## src/rtl/pipe_sel_mux_pkg.sv

```systemverilog
// Shared constants for the pipelined select mux and its two-entry skid buffer.
package pipe_sel_mux_pkg;

    // Largest channel count the selector is built for, and the select width it needs.
    localparam int MUX_N_MAX = 16;
    localparam int SEL_W     = $clog2(MUX_N_MAX);

    // Skid buffer state encodings (legacy-compatible numeric values).
    localparam logic [1:0] PSM_EMPTY = 2'd0;
    localparam logic [1:0] PSM_ONE   = 2'd1;
    localparam logic [1:0] PSM_FULL  = 2'd2;

endpackage

```

## src/rtl/skid_buf2.sv

```systemverilog
// Two-entry skid buffer: main register M drives the output, skid register S
// catches the one beat that arrives while the consumer stalls. in_ready comes
// from the state register only, so there is no combinational path from
// out_ready back to in_ready.
//
// Handshake: a beat moves across a port on a rising clk edge when that port's
// valid and ready are both high. out_data is held stable while
// out_valid & !out_ready. Beats leave in the order they arrived.
module skid_buf2
    import pipe_sel_mux_pkg::*;
#(
    parameter int DW = 8
) (
    input  logic          clk,
    input  logic          rst_n,
    input  logic [DW-1:0] in_data,
    input  logic          in_valid,
    output logic          in_ready,
    output logic [DW-1:0] out_data,
    output logic          out_valid,
    input  logic          out_ready,
    output logic [1:0]    state
);

    logic [1:0]    state_q;
    logic [1:0]    state_d;
    logic [DW-1:0] m_q;
    logic [DW-1:0] s_q;
    logic          accept;

    // Ready is low while reset is held and whenever both entries are occupied.
    assign in_ready  = rst_n & (state_q != PSM_FULL);
    assign accept    = in_valid & in_ready;
    assign out_valid = (state_q == PSM_ONE) || (state_q == PSM_FULL);
    assign out_data  = m_q;
    assign state     = state_q;

    // Next-state decision from occupancy, incoming beat and consumer stall.
    always_comb begin
        state_d = state_q;
        case (state_q)
            PSM_EMPTY: begin
                if (accept) state_d = PSM_ONE;
            end
            PSM_ONE: begin
                if (accept && !out_ready)      state_d = PSM_FULL;
                else if (!accept && out_ready) state_d = PSM_EMPTY;
                else                           state_d = PSM_ONE;
            end
            PSM_FULL: begin
                if (out_ready) state_d = PSM_ONE;
            end
            default: state_d = PSM_EMPTY;
        endcase
    end

    // State and storage update; reset discards both entries.
    always_ff @(posedge clk) begin
        if (!rst_n) begin
            state_q <= PSM_EMPTY;
            m_q     <= '0;
            s_q     <= '0;
        end else begin
            state_q <= state_d;
            case (state_q)
                PSM_EMPTY: begin
                    if (accept) m_q <= in_data;
                end
                PSM_ONE: begin
                    if (accept && out_ready) m_q <= in_data;
                    else if (accept)         s_q <= in_data;
                end
                PSM_FULL: begin
                    if (out_ready) m_q <= s_q;
                end
                default: ;
            endcase
        end
    end

endmodule

```

## src/rtl/pipe_sel_mux.sv

```systemverilog
// N:1 datapath selector with one registered stage and a two-entry skid buffer.
// Out-of-range selects produce DEFAULT with the error flag set; the select that
// produced each beat travels alongside it.
module pipe_sel_mux
    import pipe_sel_mux_pkg::*;
#(
    parameter int           W       = 32,
    parameter int           N       = 5,
    parameter int           SW      = $clog2(N),
    parameter logic [W-1:0] DEFAULT = '0
) (
    input  logic           clk,
    input  logic           rst_n,
    input  logic [N*W-1:0] in_data,
    input  logic [SW-1:0]  sel,
    input  logic           in_valid,
    output logic           in_ready,
    output logic [W-1:0]   out_data,
    output logic [SW-1:0]  out_sel,
    output logic           out_err,
    output logic           out_valid,
    input  logic           out_ready
);

    localparam int DW = W + SW + 1;

    logic [W-1:0]  mux_data;
    logic          mux_err;
    logic [DW-1:0] buf_in;
    logic [DW-1:0] buf_out;
    logic [1:0]    buf_state;

    // Combinational channel pick; anything not matching a channel is out of range.
    always_comb begin
        mux_data = DEFAULT;
        mux_err  = 1'b1;
        for (int k = 0; k < N; k++) begin
            if (sel == SW'(k)) begin
                mux_data = in_data[k*W +: W];
                mux_err  = 1'b0;
            end
        end
    end

    assign buf_in = {mux_err, sel, mux_data};

    skid_buf2 #(
        .DW(DW)
    ) u_skid (
        .clk      (clk),
        .rst_n    (rst_n),
        .in_data  (buf_in),
        .in_valid (in_valid),
        .in_ready (in_ready),
        .out_data (buf_out),
        .out_valid(out_valid),
        .out_ready(out_ready),
        .state    (buf_state)
    );

    assign {out_err, out_sel, out_data} = buf_out;

    // Outside reset, ready must track exactly "buffer not full".
    always @(posedge clk) begin
        if (rst_n) begin
            assert (in_ready == (buf_state != PSM_FULL))
                else $error("in_ready disagrees with buffer state");
        end
    end

endmodule
```

## config.mk

```make
export PLATFORM = sky130hd
export DESIGN_NAME = pipe_sel_mux
export DESIGN_NICKNAME = d
export VERILOG_FILES = /design/src/rtl/pipe_sel_mux_pkg.sv /design/src/rtl/skid_buf2.sv /design/src/rtl/pipe_sel_mux.sv
export SDC_FILE = /design/constraint.sdc
export NUM_CORES = 1
export LEC_CHECK = 0
export CAP_MARGIN = 20
export CORE_MARGIN = 3
export CORE_UTILIZATION = 40
export DETAILED_ROUTE_END_ITERATION = 12
export PLACE_DENSITY = 0.81
export SLEW_MARGIN = 20
export SYNTH_ARGS = -nofsm -noshare
export SYNTH_HDL_FRONTEND = slang
export SYNTH_SLANG_ARGS = --single-unit
```

## constraint.sdc

```tcl
create_clock -name clk -period 1.9 [get_ports clk]
set_input_delay 0.57 -clock clk [delete_from_list [all_inputs] [get_ports clk]]
set_output_delay 0.57 -clock clk [all_outputs]
set_load 0.03 [all_outputs]
```

==> metrics.cfg <==
[status]
run_status=completed

[grt]
first_global_vias=4331
grt.total_usage=0.2385
grt_util_met3=0.07655
grt_max_degree=33
gr-usage-met2=0.4203
grt-ovfl-total=0
grt_most_used_layer=met2
antenna_found_initial=0
groute.layer.met1.usage=0.2790
wire_length_of_the_first_global_routing_pass_mm=21.62

[sta]
finalCriticalPeriod_ps=1844
slew-limit-headroom=0.7452
hold-worst-slack_ps=477.5
slew_violations=0
fmax_mhz=542.2
rsz0062_at_grt=true
finClkSkew_ps=6.053
report.final.hold_viol_count=0
period_share=0.9707
final_setup_violation_count=0
max_slew.worst_pin.slew_ps=382.3
timing.setup.tns_ps=0

[detailed_routing]
route.detailed.wl_per_inst_microns=17.66
drc=0
route.final.wire_length_mm=13.71
drt-vias-per-instance=5.494
drt_iter0_drc=160
num_vias=4263
dr.pass1.iters=4
drtAntennaViolNets=0

[power]
worst_ir_drop_vdd_uv=412.7
power_density_mw_per_mm2=658.8
power_total_uw=4359
p_leak_uw=0.002678

[cts]
clock_sink_count=74
cts_hold_buffers=0
cts_tree=built
clk_latency_ps=330
postCtsSetupBuffers=0
cts_buffers=9
cts_htree_levels=3
clkTransAtPathRegs_ps=80
cts_buffer_depth=2
root_buffer=sky130_fd_sc_hd__clkbuf_8

[yosys]
synth_enable_flop_cells=0
synth.avg_cell_area_sq_um=9.315
synth-warning-count=0
synth-seq-cells=74
synth-main-ff-cell=sky130_fd_sc_hd__dfxtp_1
post_synthesis_cell_area_sq_mm=0.003978
netlist_instances=427
async_reset_ff_frac=0
ys_types=36
synth-seq-area-share=0.3724
synth_nets=598

[finish]
fillCellCount=760
mostFrequentLayoutCell=sky130_fd_sc_hd__clkdlybuf4s50_1
n_diodes=0
fraction_of_layout_instances_using_a_drive_strength_above_1=0.1685
syn2layout_area_growth_pct=66.34
final_cells=776
most_frequent_cells_in_the_layout=sky130_fd_sc_hd__clkdlybuf4s50_1 (164), sky130_fd_sc_hd__dfxtp_1 (73), sky130_fd_sc_hd__o21ai_0 (61)
final_util=0.6995
finish.net_count=813

[setup_path]
critical_path_peak_fanout=7
rr_startpoint=u_skid.state[0]$_SDFFE_PN0P_
setup.worst_path.class=flip-flop to primary output
critical_path.n_buffers_inverters=2
critPathRequiredTime_ps=1330
worst-endpoint-arrival_ps=1270
top_family_by_delay_on_critical_path=flip-flops
worst_setup_path_start_kind=flip-flop
worstSetupEndpointType=primary output
critical_path.max_stage_delay_ps=360
cell_by_cell_listing_of_the_critical_path=inv_1 > ha_2 > nor2b_4 > buf_6
cp_slowest_cell=sky130_fd_sc_hd__dfxtp_2
worst_setup_path_startpoint=u_skid.state[0]$_SDFFE_PN0P_

[floorplanning]
io_pins=205
std_cell_rows=35
floorplan.core_area_sq_mm=0.009459
design.die.area_sq_mm=0.01118
initial_core_util=0.4205
die_w_microns=105.7
fp.dieH_microns=105.7

[flow_run]
maxCapViolCount=0

[placement]
place_inst=760
detailedPlacementHpwl_mm=10.35
place_congestion=0.7661
place.port_buffers=204

[min_path]
hold_path_startpoint=u_skid.out_data[25]$_SDFFE_PN0P_
hold_path.class=flip-flop to flip-flop

-- tightest hold or removal path, delay by kind of cell (launching register included) --
kind	cells	cell delay, ps
AO/OA/AOI/OAI	2	120
flip-flops	1	330
-- state kept, by name, indices dropped and copies added, names as in the netlist --
signal,count
u_skid.s_q,36
u_skid.out_data,36
u_skid.state,2
-- Yosys cell counts, types with 4 or more instances --
master / n / area [sq um]
sky130_fd_sc_hd__dfxtp_1: 74 / 1481
sky130_fd_sc_hd__o21ai_0: 62 / 310.3
sky130_fd_sc_hd__mux2i_1: 37 / 370.4
sky130_fd_sc_hd__nor2_1: 36 / 135.1
sky130_fd_sc_hd__a22oi_1: 33 / 247.7
sky130_fd_sc_hd__a21oi_1: 32 / 160.2
sky130_fd_sc_hd__mux2_2: 31 / 349.1
sky130_fd_sc_hd__a221oi_1: 26 / 227.7
sky130_fd_sc_hd__buf_2: 13 / 65.06
sky130_fd_sc_hd__clkbuf_1: 13 / 48.80
sky130_fd_sc_hd__buf_4: 7 / 52.55
sky130_fd_sc_hd__nand2_1: 7 / 26.28
sky130_fd_sc_hd__nor2b_1: 7 / 43.79
sky130_fd_sc_hd__a221oi_2: 5 / 75.07
sky130_fd_sc_hd__o21ai_1: 5 / 25.02
sky130_fd_sc_hd__ha_1: 4 / 50.05
sky130_fd_sc_hd__inv_1: 4 / 15.01
sky130_fd_sc_hd__o211a_1: 4 / 40.04
-- stage by stage --
| step | instance area (sq um) | setup WS [ps] |
|---|---|---|
| 3_5_place_dp | 6439 | -277.9 |
| 6_report | 6616 | 55.58 |
| 5_1_grt | 6616 | -30.71 |
| 3_3_place_gp | 6439 | -231.7 |
| 2_1_floorplan | 3978 | 109.3 |
| 4_1_cts | 6603 | 13.05 |
-- layout make-up --
type | count | area, sq um | area share
Timing Repair Buffer | 244 | 2451 | 0.3705
Multi-Input combinational cell | 309 | 2303 | 0.3481
Sequential cell | 74 | 1483 | 0.2241
Inverter | 4 | 15.01 | 0.002269
Tap cell | 129 | 161.4 | 0.02439
Clock inverter | 6 | 65.06 | 0.009834
Clock buffer | 10 | 137.6 | 0.02080
-- kinds of logic after synthesis --
logic type	after synthesis	share of synthesized area
compound gates	174	0.2894
xor+xnor	1	0.002202
fa+ha+maj	4	0.01258
buf+inv	44	0.05882
flops	74	0.3724
mux	69	0.1865
simple gates	61	0.07802
-- power by group --
group	internal, uW	total, uW	switching (uW)
Clock	644	1220	576
Combinational	716	1390	677
Sequential	1680	1750	68.4
Total	3040	4360	1320
-- per-layer routing --
| layer | share of wire | up-vias |
|---|---|---|
| li1 | - | 2045 |
| met1 | 0.38 | 2031 |
| met2 | 0.52 | 173 |
| met3 | 0.086 | 14 |
| met4 | 0.015 | 0 |
| met5 | 0 | - |
-- worst paths after layout --
check / slack, ps / endpoint / cells past startpoint
worst max-delay path: 60 / in_ready / 4
worst min-delay path: 480 / u_skid.out_data[25]$_SDFFE_PN0P_ / 2
worst max register to register: 170 / u_skid.s_q[14]$_SDFFE_PN0P_ / 8
worst min register to register: 480 / u_skid.out_data[25]$_SDFFE_PN0P_ / 2
-- repair_timing --
item	4_1_cts	5_1_grt
pin swaps	0	0
gates resized for setup	39	5
endpoints found under the setup margin	37	21
Power figures use the tool's default switching activity.
